--- src/rtl/pwm_pkg.sv ---
`timescale 1ns/1ps
`default_nettype none
// ============================================================================
//  Module  : pwm_pkg
//  Purpose : Shared definitions for the PWM ramp sequencer: register map of
//            the two-channel PWM slave and the ramp engine state encoding.
//  Ports   : none (package)
//  Rev     : 1.0  initial release
// ============================================================================
package pwm_pkg;

  // PWM slave register map (byte addresses)
  localparam logic [7:0] CTRL_1 = 8'h00;
  localparam logic [7:0] DIV_1  = 8'h04;
  localparam logic [7:0] PER_1  = 8'h08;
  localparam logic [7:0] DC_1   = 8'h0C;
  localparam logic [7:0] CTRL_2 = 8'h10;
  localparam logic [7:0] DIV_2  = 8'h14;
  localparam logic [7:0] PER_2  = 8'h18;
  localparam logic [7:0] DC_2   = 8'h1C;

  // Ramp engine states
  typedef enum logic [1:0] {
    IDLE  = 2'd0,
    READ  = 2'd1,
    WAIT  = 2'd2,
    WRITE = 2'd3
  } ramp_state_e;

  // Duty-cycle register address for a channel select bit
  function automatic logic [7:0] dc_addr(input logic ch);
    return ch ? DC_2 : DC_1;
  endfunction

endpackage
`default_nettype wire

--- src/rtl/pwm_bus_arbiter.sv ---
`timescale 1ns/1ps
`default_nettype none
// ============================================================================
//  Module  : pwm_bus_arbiter
//  Purpose : Fixed-priority, purely combinational mux of the PWM register
//            bus. The host always wins; the ramp engine gets the bus only in
//            cycles where the host is not requesting. Idle bus drives zeros.
//  Ports   : host_*_i   host request/attributes
//            ramp_*_i   ramp engine request/attributes
//            host_gnt_o host owns the bus this cycle
//            ramp_gnt_o ramp engine owns the bus this cycle
//            write_o/addr_o/wdata_o  muxed PWM bus outputs
//  Rev     : 1.0  initial release
// ============================================================================
module pwm_bus_arbiter #(
  parameter int AW = 8,
  parameter int BW = 32
) (
  input  logic          host_req_i,
  input  logic          host_write_i,
  input  logic [AW-1:0] host_addr_i,
  input  logic [BW-1:0] host_wdata_i,
  input  logic          ramp_req_i,
  input  logic          ramp_write_i,
  input  logic [AW-1:0] ramp_addr_i,
  input  logic [BW-1:0] ramp_wdata_i,
  output logic          host_gnt_o,
  output logic          ramp_gnt_o,
  output logic          write_o,
  output logic [AW-1:0] addr_o,
  output logic [BW-1:0] wdata_o
);

  always_comb begin
    host_gnt_o = host_req_i;
    ramp_gnt_o = ramp_req_i & ~host_req_i;
    write_o    = 1'b0;
    addr_o     = '0;
    wdata_o    = '0;
    if (host_req_i) begin
      write_o = host_write_i;
      addr_o  = host_addr_i;
      wdata_o = host_wdata_i;
    end else if (ramp_req_i) begin
      write_o = ramp_write_i;
      addr_o  = ramp_addr_i;
      wdata_o = ramp_wdata_i;
    end
  end

endmodule
`default_nettype wire

--- src/rtl/pwm_ramp_sequencer.sv ---
`timescale 1ns/1ps
`default_nettype none
// ============================================================================
//  Module  : pwm_ramp_sequencer
//  Purpose : Bus master in front of the two-channel PWM slave. Soft-starts /
//            soft-stops a channel by ramping its duty-cycle register from the
//            current value to a target in fixed steps at a fixed interval, and
//            shares the single register bus with a higher-priority host.
//  Ports   : clk_i, rst_i            clock, synchronous active-high reset
//            host_*                  host bus access (single-cycle accesses)
//            ramp_start_i/ch/target/step/interval  ramp command
//            ramp_busy_o/done_o/abort_o            ramp status
//            write_o/addr_o/wdata_o/rdata_i        PWM register bus
//  Rev     : 1.0  initial release
// ============================================================================
module pwm_ramp_sequencer
  import pwm_pkg::*;
#(
  parameter int DW = 16,
  parameter int AW = 8,
  parameter int BW = 32
) (
  input  logic          clk_i,
  input  logic          rst_i,
  input  logic          host_req_i,
  input  logic          host_write_i,
  input  logic [AW-1:0] host_addr_i,
  input  logic [BW-1:0] host_wdata_i,
  output logic          host_gnt_o,
  output logic [BW-1:0] host_rdata_o,
  input  logic          ramp_start_i,
  input  logic          ramp_ch_i,
  input  logic [DW-1:0] ramp_target_i,
  input  logic [DW-1:0] ramp_step_i,
  input  logic [DW-1:0] ramp_interval_i,
  output logic          ramp_busy_o,
  output logic          ramp_done_o,
  output logic          ramp_abort_o,
  output logic          write_o,
  output logic [AW-1:0] addr_o,
  output logic [BW-1:0] wdata_o,
  input  logic [BW-1:0] rdata_i
);

  ramp_state_e   state_q, state_d;
  logic          ch_q, ch_d;
  logic [DW-1:0] target_q, target_d;
  logic [DW-1:0] step_q, step_d;
  logic [DW-1:0] interval_q, interval_d;
  logic [DW-1:0] cur_q, cur_d;
  logic [DW-1:0] cnt_q, cnt_d;
  logic          done_q, done_d;
  logic          abort_q, abort_d;

  logic          ramp_req;
  logic          ramp_write;
  logic          ramp_gnt;
  logic [AW-1:0] ramp_addr;
  logic [BW-1:0] ramp_wdata;
  logic          host_abort;
  logic [DW-1:0] nxt;
  logic [DW:0]   sum;
  logic [DW:0]   diff;

  // Only the low DW bits of a duty register are meaningful to the ramp.
  logic          unused_rdata_hi;
  assign unused_rdata_hi = ^rdata_i[BW-1:DW];

  assign host_rdata_o = rdata_i;
  assign ramp_busy_o  = (state_q != IDLE);
  assign ramp_done_o  = done_q;
  assign ramp_abort_o = abort_q;
  assign ramp_addr    = AW'(dc_addr(ch_q));

  // A host write to the duty register being ramped wins the register outright.
  assign host_abort = host_req_i & host_write_i & (host_addr_i == ramp_addr)
                      & (state_q != IDLE);

  // Next step value, clamped to the target in both directions. The extra bit
  // catches overflow on the way up and borrow on the way down.
  always_comb begin
    sum  = {1'b0, cur_q} + {1'b0, step_q};
    diff = {1'b0, cur_q} - {1'b0, step_q};
    nxt  = target_q;
    if (cur_q < target_q) begin
      nxt = (sum >= {1'b0, target_q}) ? target_q : sum[DW-1:0];
    end else if (cur_q > target_q) begin
      nxt = (diff[DW] || (diff[DW-1:0] <= target_q)) ? target_q : diff[DW-1:0];
    end
  end

  always_comb begin
    state_d    = state_q;
    ch_d       = ch_q;
    target_d   = target_q;
    step_d     = step_q;
    interval_d = interval_q;
    cur_d      = cur_q;
    cnt_d      = cnt_q;
    done_d     = 1'b0;
    abort_d    = 1'b0;
    ramp_req   = 1'b0;
    ramp_write = 1'b0;
    ramp_wdata = '0;

    case (state_q)
      IDLE: begin
        if (ramp_start_i) begin
          ch_d       = ramp_ch_i;
          target_d   = ramp_target_i;
          step_d     = (ramp_step_i == '0) ? DW'(1) : ramp_step_i;
          interval_d = (ramp_interval_i == '0) ? DW'(1) : ramp_interval_i;
          state_d    = READ;
        end
      end
      READ: begin
        ramp_req = 1'b1;
        if (ramp_gnt) begin
          cur_d = rdata_i[DW-1:0];
          if (rdata_i[DW-1:0] == target_q) begin
            state_d = IDLE;
            done_d  = 1'b1;
          end else begin
            state_d = WAIT;
            cnt_d   = interval_q;
          end
        end
      end
      WAIT: begin
        // cnt is loaded with the interval on entry, so WAIT spans exactly
        // interval cycles.
        if (cnt_q <= DW'(1)) begin
          state_d = WRITE;
        end else begin
          cnt_d = cnt_q - DW'(1);
        end
      end
      WRITE: begin
        ramp_req   = 1'b1;
        ramp_write = 1'b1;
        ramp_wdata = BW'(nxt);
        if (ramp_gnt) begin
          cur_d = nxt;
          if (nxt == target_q) begin
            state_d = IDLE;
            done_d  = 1'b1;
          end else begin
            state_d = WAIT;
            cnt_d   = interval_q;
          end
        end
      end
      default: state_d = IDLE;
    endcase

    if (host_abort) begin
      state_d = IDLE;
      done_d  = 1'b0;
      abort_d = 1'b1;
    end
  end

  always_ff @(posedge clk_i) begin
    if (rst_i) begin
      state_q    <= IDLE;
      ch_q       <= 1'b0;
      target_q   <= '0;
      step_q     <= '0;
      interval_q <= '0;
      cur_q      <= '0;
      cnt_q      <= '0;
      done_q     <= 1'b0;
      abort_q    <= 1'b0;
    end else begin
      state_q    <= state_d;
      ch_q       <= ch_d;
      target_q   <= target_d;
      step_q     <= step_d;
      interval_q <= interval_d;
      cur_q      <= cur_d;
      cnt_q      <= cnt_d;
      done_q     <= done_d;
      abort_q    <= abort_d;
    end
  end

  pwm_bus_arbiter #(
    .AW (AW),
    .BW (BW)
  ) u_arbiter (
    .host_req_i   (host_req_i),
    .host_write_i (host_write_i),
    .host_addr_i  (host_addr_i),
    .host_wdata_i (host_wdata_i),
    .ramp_req_i   (ramp_req),
    .ramp_write_i (ramp_write),
    .ramp_addr_i  (ramp_addr),
    .ramp_wdata_i (ramp_wdata),
    .host_gnt_o   (host_gnt_o),
    .ramp_gnt_o   (ramp_gnt),
    .write_o      (write_o),
    .addr_o       (addr_o),
    .wdata_o      (wdata_o)
  );

endmodule
`default_nettype wire

--- config.mk ---
export PLATFORM = sky130hd
export DESIGN_NAME = pwm_ramp_sequencer
export DESIGN_NICKNAME = d
export VERILOG_FILES = /design/src/rtl/pwm_pkg.sv /design/src/rtl/pwm_bus_arbiter.sv /design/src/rtl/pwm_ramp_sequencer.sv
export SDC_FILE = /design/constraint.sdc
export NUM_CORES = 1
export LEC_CHECK = 0
export BUFFER_PORTS_ARGS = -buffer_cell sky130_fd_sc_hd__buf_2
export CAP_MARGIN = 25
export CORE_MARGIN = 5
export CORE_UTILIZATION = 50
export CTS_CLUSTER_SIZE = 20
export DETAILED_ROUTE_END_ITERATION = 12
export MAX_ROUTING_LAYER = met4
export PLACE_DENSITY_LB_ADDON = 0.3
export SLEW_MARGIN = 40
export SYNTH_ARGS = -nofsm -noshare
export SYNTH_HDL_FRONTEND = slang
export SYNTH_HIERARCHICAL = 1
export SYNTH_SLANG_ARGS = --single-unit
export TNS_END_PERCENT = 20
--- constraint.sdc ---
create_clock -name clk_i -period 5.06 [get_ports clk_i]
set_input_delay 0.253 -clock clk_i [delete_from_list [all_inputs] [get_ports clk_i]]
set_output_delay 0.253 -clock clk_i [all_outputs]
set_load 0.005 [all_outputs]
==> impl_metrics.env <==
export IMPL_sw_frac_of_total_pct=40.7
export IMPL_h_tree_depth=3
export IMPL_routedWlPerCell_um=21.3
export IMPL_synth_async_reset_ratio_pct=0
export IMPL_hold_path_depth=3
export IMPL_cts_buffers_inserted=9
export IMPL_drive_above_1_share_pct=31.7
export IMPL_clock_latency_late_sink_ns=0.36
export IMPL_via_per_inst=6.03
export IMPL_finClkSkew_ns=0.00913
export IMPL_max_cap_violations=0
export IMPL_drt_pass1_iterations=5
export IMPL_dp_cells=1462
export IMPL_cell_internal_pwr_mw=1.79
export IMPL_post_detail_place_hpwl_um=24500
export IMPL_r2r_start="cur_q[0]$_SDFFE_PP0P_"
export IMPL_flow_area_growth_from_synthesis_pct=26.5
export IMPL_finish_cell_count_without_fillers=1498
export IMPL_grt_pass1_vias=8312
export IMPL_yosysWarnings=6
export IMPL_die_height_um=138
export IMPL_start_util_pct=51.1
export IMPL_dr_wl_met2_um=14400
export IMPL_fin_worst_setup_slack_ns=-0.0913
export IMPL_highest_routed_layer="met4"
export IMPL_seq_area_frac_synth_pct=20.9
export IMPL_setup_viol_count_final=16
export IMPL_buffer_ports_inserted=170
export IMPL_groute_usage_overall_pct=33.0
export IMPL_routed_wl_met3_um=2600
export IMPL_fin_crit_ns=5.15
export IMPL_share_seq_of_total_power_pct=24.9
export IMPL_ys_ff_latch=85
export IMPL_clkTransAtPathRegs_ns=0.07
export IMPL_clock_fmax_mhz=194
export IMPL_holdCritStartpoint="ramp_target_i[15]"
export IMPL_synth_avg_cell_area_um2=7.63
export IMPL_rsz_0062_raised_after_global_routing="true"
export IMPL_post_route_cell_area_um2=10300
export IMPL_status="complete, but fails checks"
export IMPL_power_density_nw_per_um2=293
export IMPL_timing_final_hold_violations=0
export IMPL_whs_endpoint="target_q[15]$_SDFFE_PP0P_"
export IMPL_syn_cell_area_um2=8150
export IMPL_area_fraction_of_the_dominant_cell_type_after_synthesis_pct=20.9
export IMPL_num_rows=46
export IMPL_layout_nets=1487
export IMPL_pleak_nw=4.55
export IMPL_critPathKind="flip-flop to flip-flop"
export IMPL_yosys_area_top_type="sky130_fd_sc_hd__dfxtp_1"
export IMPL_cts_root_to_sink_buffers=2
export IMPL_detail_route_drc_violations=0
export IMPL_die_area_um2=18900
export IMPL_met1_length_um=13600
export IMPL_worst_endpoint_required_ns=5.27
export IMPL_timing_critical_path_from_type="flip-flop"
export IMPL_final_common_cell="sky130_fd_sc_hd__buf_2"
export IMPL_cpLargestDelayFamily="compound AO/OA/AOI/OAI gates"
export IMPL_worst_slew_pin_slew_ns=0.728
export IMPL_final_period_utilization_pct=102
export IMPL_violations_in_the_final_reports="setup timing"
export IMPL_num_io_pins=203
export IMPL_regToRegSetupSlack_ns=-0.09
export IMPL_post_cts_hold_buffer_count=0
export IMPL_layout_common_cells="sky130_fd_sc_hd__buf_2 (170), sky130_fd_sc_hd__nand2_1 (129), sky130_fd_sc_hd__a21oi_1 (118), sky130_fd_sc_hd__buf_4 (101), sky130_fd_sc_hd__dfxtp_1 (80)"
export IMPL_cts_tree="built"
export IMPL_cp_bufs_invs=3
export IMPL_via_count=9034
export IMPL_max_slew_margin_rel_pct=51.1
export IMPL_antenna_found_initial=0
export IMPL_worstPathArrival_ns=5.36
export IMPL_power_frac_clock_pct=25.3
export IMPL_ys_flop_type="sky130_fd_sc_hd__dfxtp_1"
export IMPL_comb_power_share_pct=49.8
export IMPL_grt_first_pass_wirelength_um=46700
export IMPL_post_dp_cell_area_um2=9370
export IMPL_worst_r2r_endpoint="cnt_q[14]$_SDFFE_PP0P_"
export IMPL_hold_path_class="primary input to flip-flop"
export IMPL_drtIter0Drc=897
export IMPL_timing_reg2reg_worst_path_depth=25
export IMPL_crit_end_element="flip-flop"
export IMPL_ys_top_cells_by_area="sky130_fd_sc_hd__dfxtp_1 (21%), sky130_fd_sc_hd__ha_1 (13%), sky130_fd_sc_hd__a21oi_1 (8.4%)"
export IMPL_power_net_switching_mw=1.23
export IMPL_synth_enable_flop_cells=0
export IMPL_worst_path_max_fanout=8
export IMPL_postRouteWirelength_um=31900
export IMPL_number_of_library_cell_types_mapped_by_synthesis=93
export IMPL_final_max_slew_viol_count=0
export IMPL_antenna_violating_nets_post_route=0
export IMPL_clockRootBuffer="sky130_fd_sc_hd__clkbuf_16"
export IMPL_timing_critical_path_slowest_stage_cell="sky130_fd_sc_hd__or4_4"
export IMPL_place_congestion=1.09
export IMPL_post_synth_inst_count=1068
export IMPL_n_antenna_cell=0
export IMPL_leftover_overflow_at_the_end_of_global_routing=0
export IMPL_maximum_number_of_pins_on_one_net_before_global_route_repair=59
export IMPL_tritoncts_num_sinks=85
export IMPL_die_w_um=138
export IMPL_cpPeakStageDelay_ns=0.67
export IMPL_setup_total_negative_slack_ns=-0.760
export IMPL_core_area_um2=15900
export IMPL_power_ir_vdd_worst_mv=0.195
==> cell type report <==
type | count | area [um2]
clock buffer | 10 | 239
clock inverter | 6 | 97.6
fill | 1452 | 5640
inverter | 72 | 270
multi-input combinational | 834 | 6060
sequential | 85 | 1710
tap | 216 | 270
timing repair buffer | 275 | 1660
==> how the worst max path moves through the flow <==
stage | from | end | slack, ns | cells past startpoint
CTS | cur_q[0]$_SDFFE_PP0P_ | cnt_q[15]$_SDFFE_PP0P_ | -0.08 | 26
finish | cur_q[0]$_SDFFE_PP0P_ | cnt_q[14]$_SDFFE_PP0P_ | -0.09 | 25
floorplan | cur_q[0]$_SDFFE_PP0P_ | cnt_q[10]$_SDFFE_PP0P_ | 0.17 | 26
global route | step_q[0]$_SDFFE_PP0P_ | wdata_o[4] | -0.26 | 24
global placement | cur_q[0]$_SDFFE_PP0P_ | cnt_q[12]$_SDFFE_PP0P_ | 0.04 | 24
detailed placement | cur_q[0]$_SDFFE_PP0P_ | cnt_q[8]$_SDFFE_PP0P_ | -0.10 | 24
==> metrics by stage <==
step	power [mW]	utilization, %	worst slack [ns]	hold slack, ns
5_1_grt	3.15	64.6	-0.263	0.136
6_report	3.02	64.6	-0.0913	0.129
3_5_place_dp	1.99	58.8	-0.104	0.445
3_3_place_gp	1.99	58.8	0.0376	0.441
2_1_floorplan	1.54	-	0.172	0.389
4_1_cts	2.89	62.6	-0.0763	0.126
==> cell usage after synthesis, drive strengths merged (3+ instances only) <==
master,instances
xor2,22
a21oi,140
a311o,3
dfxtp,85
o21ai,25
clkbuf,41
or3,7
nor2b,8
a31oi,3
or4,3
xnor2,35
a41oi,4
o31ai,9
o311ai,3
nand2b,6
o21bai,3
and3,4
a211oi,27
a22o,41
nand2,130
or2b,3
a221oi,7
a21o,12
and2,3
nor3,27
ha,82
nor4,18
o22ai,3
inv,71
nand3,23
o21a,4
o221ai,13
nand4,14
o211ai,13
a2111oi,7
nor2,69
buf,59
o2111ai,4
==> kinds of logic after synthesis <==
logic type,share of synthesized area (%)
mux,0.246
xor+xnor,6.40
compound gates,29.6
buf+inv,11.1
flops,20.9
simple gates,18.6
other cells,0.0922
fa+ha+maj,13.1
==> metal layers <==
metal	vias to the layer above	global-route usage, %
li1	4225	-
met1	4259	44.4
met3	91	4.53
met5	-	-
met4	0	11.9
met2	459	50.5
==> worst reg2reg max path, cell delays in order (launching register included) <==
cell	delay, ns
sky130_fd_sc_hd__dfxtp_2	0.33
sky130_fd_sc_hd__inv_2	0.07
sky130_fd_sc_hd__ha_4	0.13
sky130_fd_sc_hd__inv_2	0.03
sky130_fd_sc_hd__fa_2	0.34
sky130_fd_sc_hd__a21o_1	0.23
sky130_fd_sc_hd__a22o_4	0.25
sky130_fd_sc_hd__nor3_4	0.19
sky130_fd_sc_hd__o31ai_4	0.12
sky130_fd_sc_hd__a21oi_2	0.15
sky130_fd_sc_hd__nor2_1	0.06
sky130_fd_sc_hd__o31a_2	0.32
sky130_fd_sc_hd__ha_4	0.28
sky130_fd_sc_hd__and3_4	0.17
sky130_fd_sc_hd__nand4_1	0.14
sky130_fd_sc_hd__a211o_1	0.26
sky130_fd_sc_hd__nand4_1	0.10
sky130_fd_sc_hd__nand3_2	0.09
sky130_fd_sc_hd__a21o_1	0.22
sky130_fd_sc_hd__buf_6	0.14
sky130_fd_sc_hd__o22ai_4	0.18
sky130_fd_sc_hd__o22a_2	0.21
sky130_fd_sc_hd__o21ai_4	0.09
sky130_fd_sc_hd__or4_4	0.67
sky130_fd_sc_hd__a21oi_2	0.17
sky130_fd_sc_hd__o31ai_1	0.08
==> registers in the layout, indices dropped and copies added (netlist names) <==
| signal | flops |
|---|---|
| state_q | 2 |
| ramp_abort_o | 1 |
| interval_q | 16 |
| step_q | 16 |
| ramp_done_o | 1 |
| ch_q | 1 |
| target_q | 16 |
| cnt_q | 16 |
| cur_q | 16 |
==> power by group through the flow <==
stage	clock network, mW	logic (mW)	registers [mW]
finish	0.763	1.50	0.753
global route	0.795	1.60	0.757
CTS	0.768	1.37	0.749
detailed placement	0	1.23	0.764
global placement	0	1.23	0.762
floorplan	0	0.790	0.748
==> repair_timing <==
action                     CTS  global route
setup endpoints to repair   33            35
resized for setup           41            54
setup buffers                7            10
gates cloned                 3             0
pin swaps                   15            22
(Power assumes the default switching activity.)
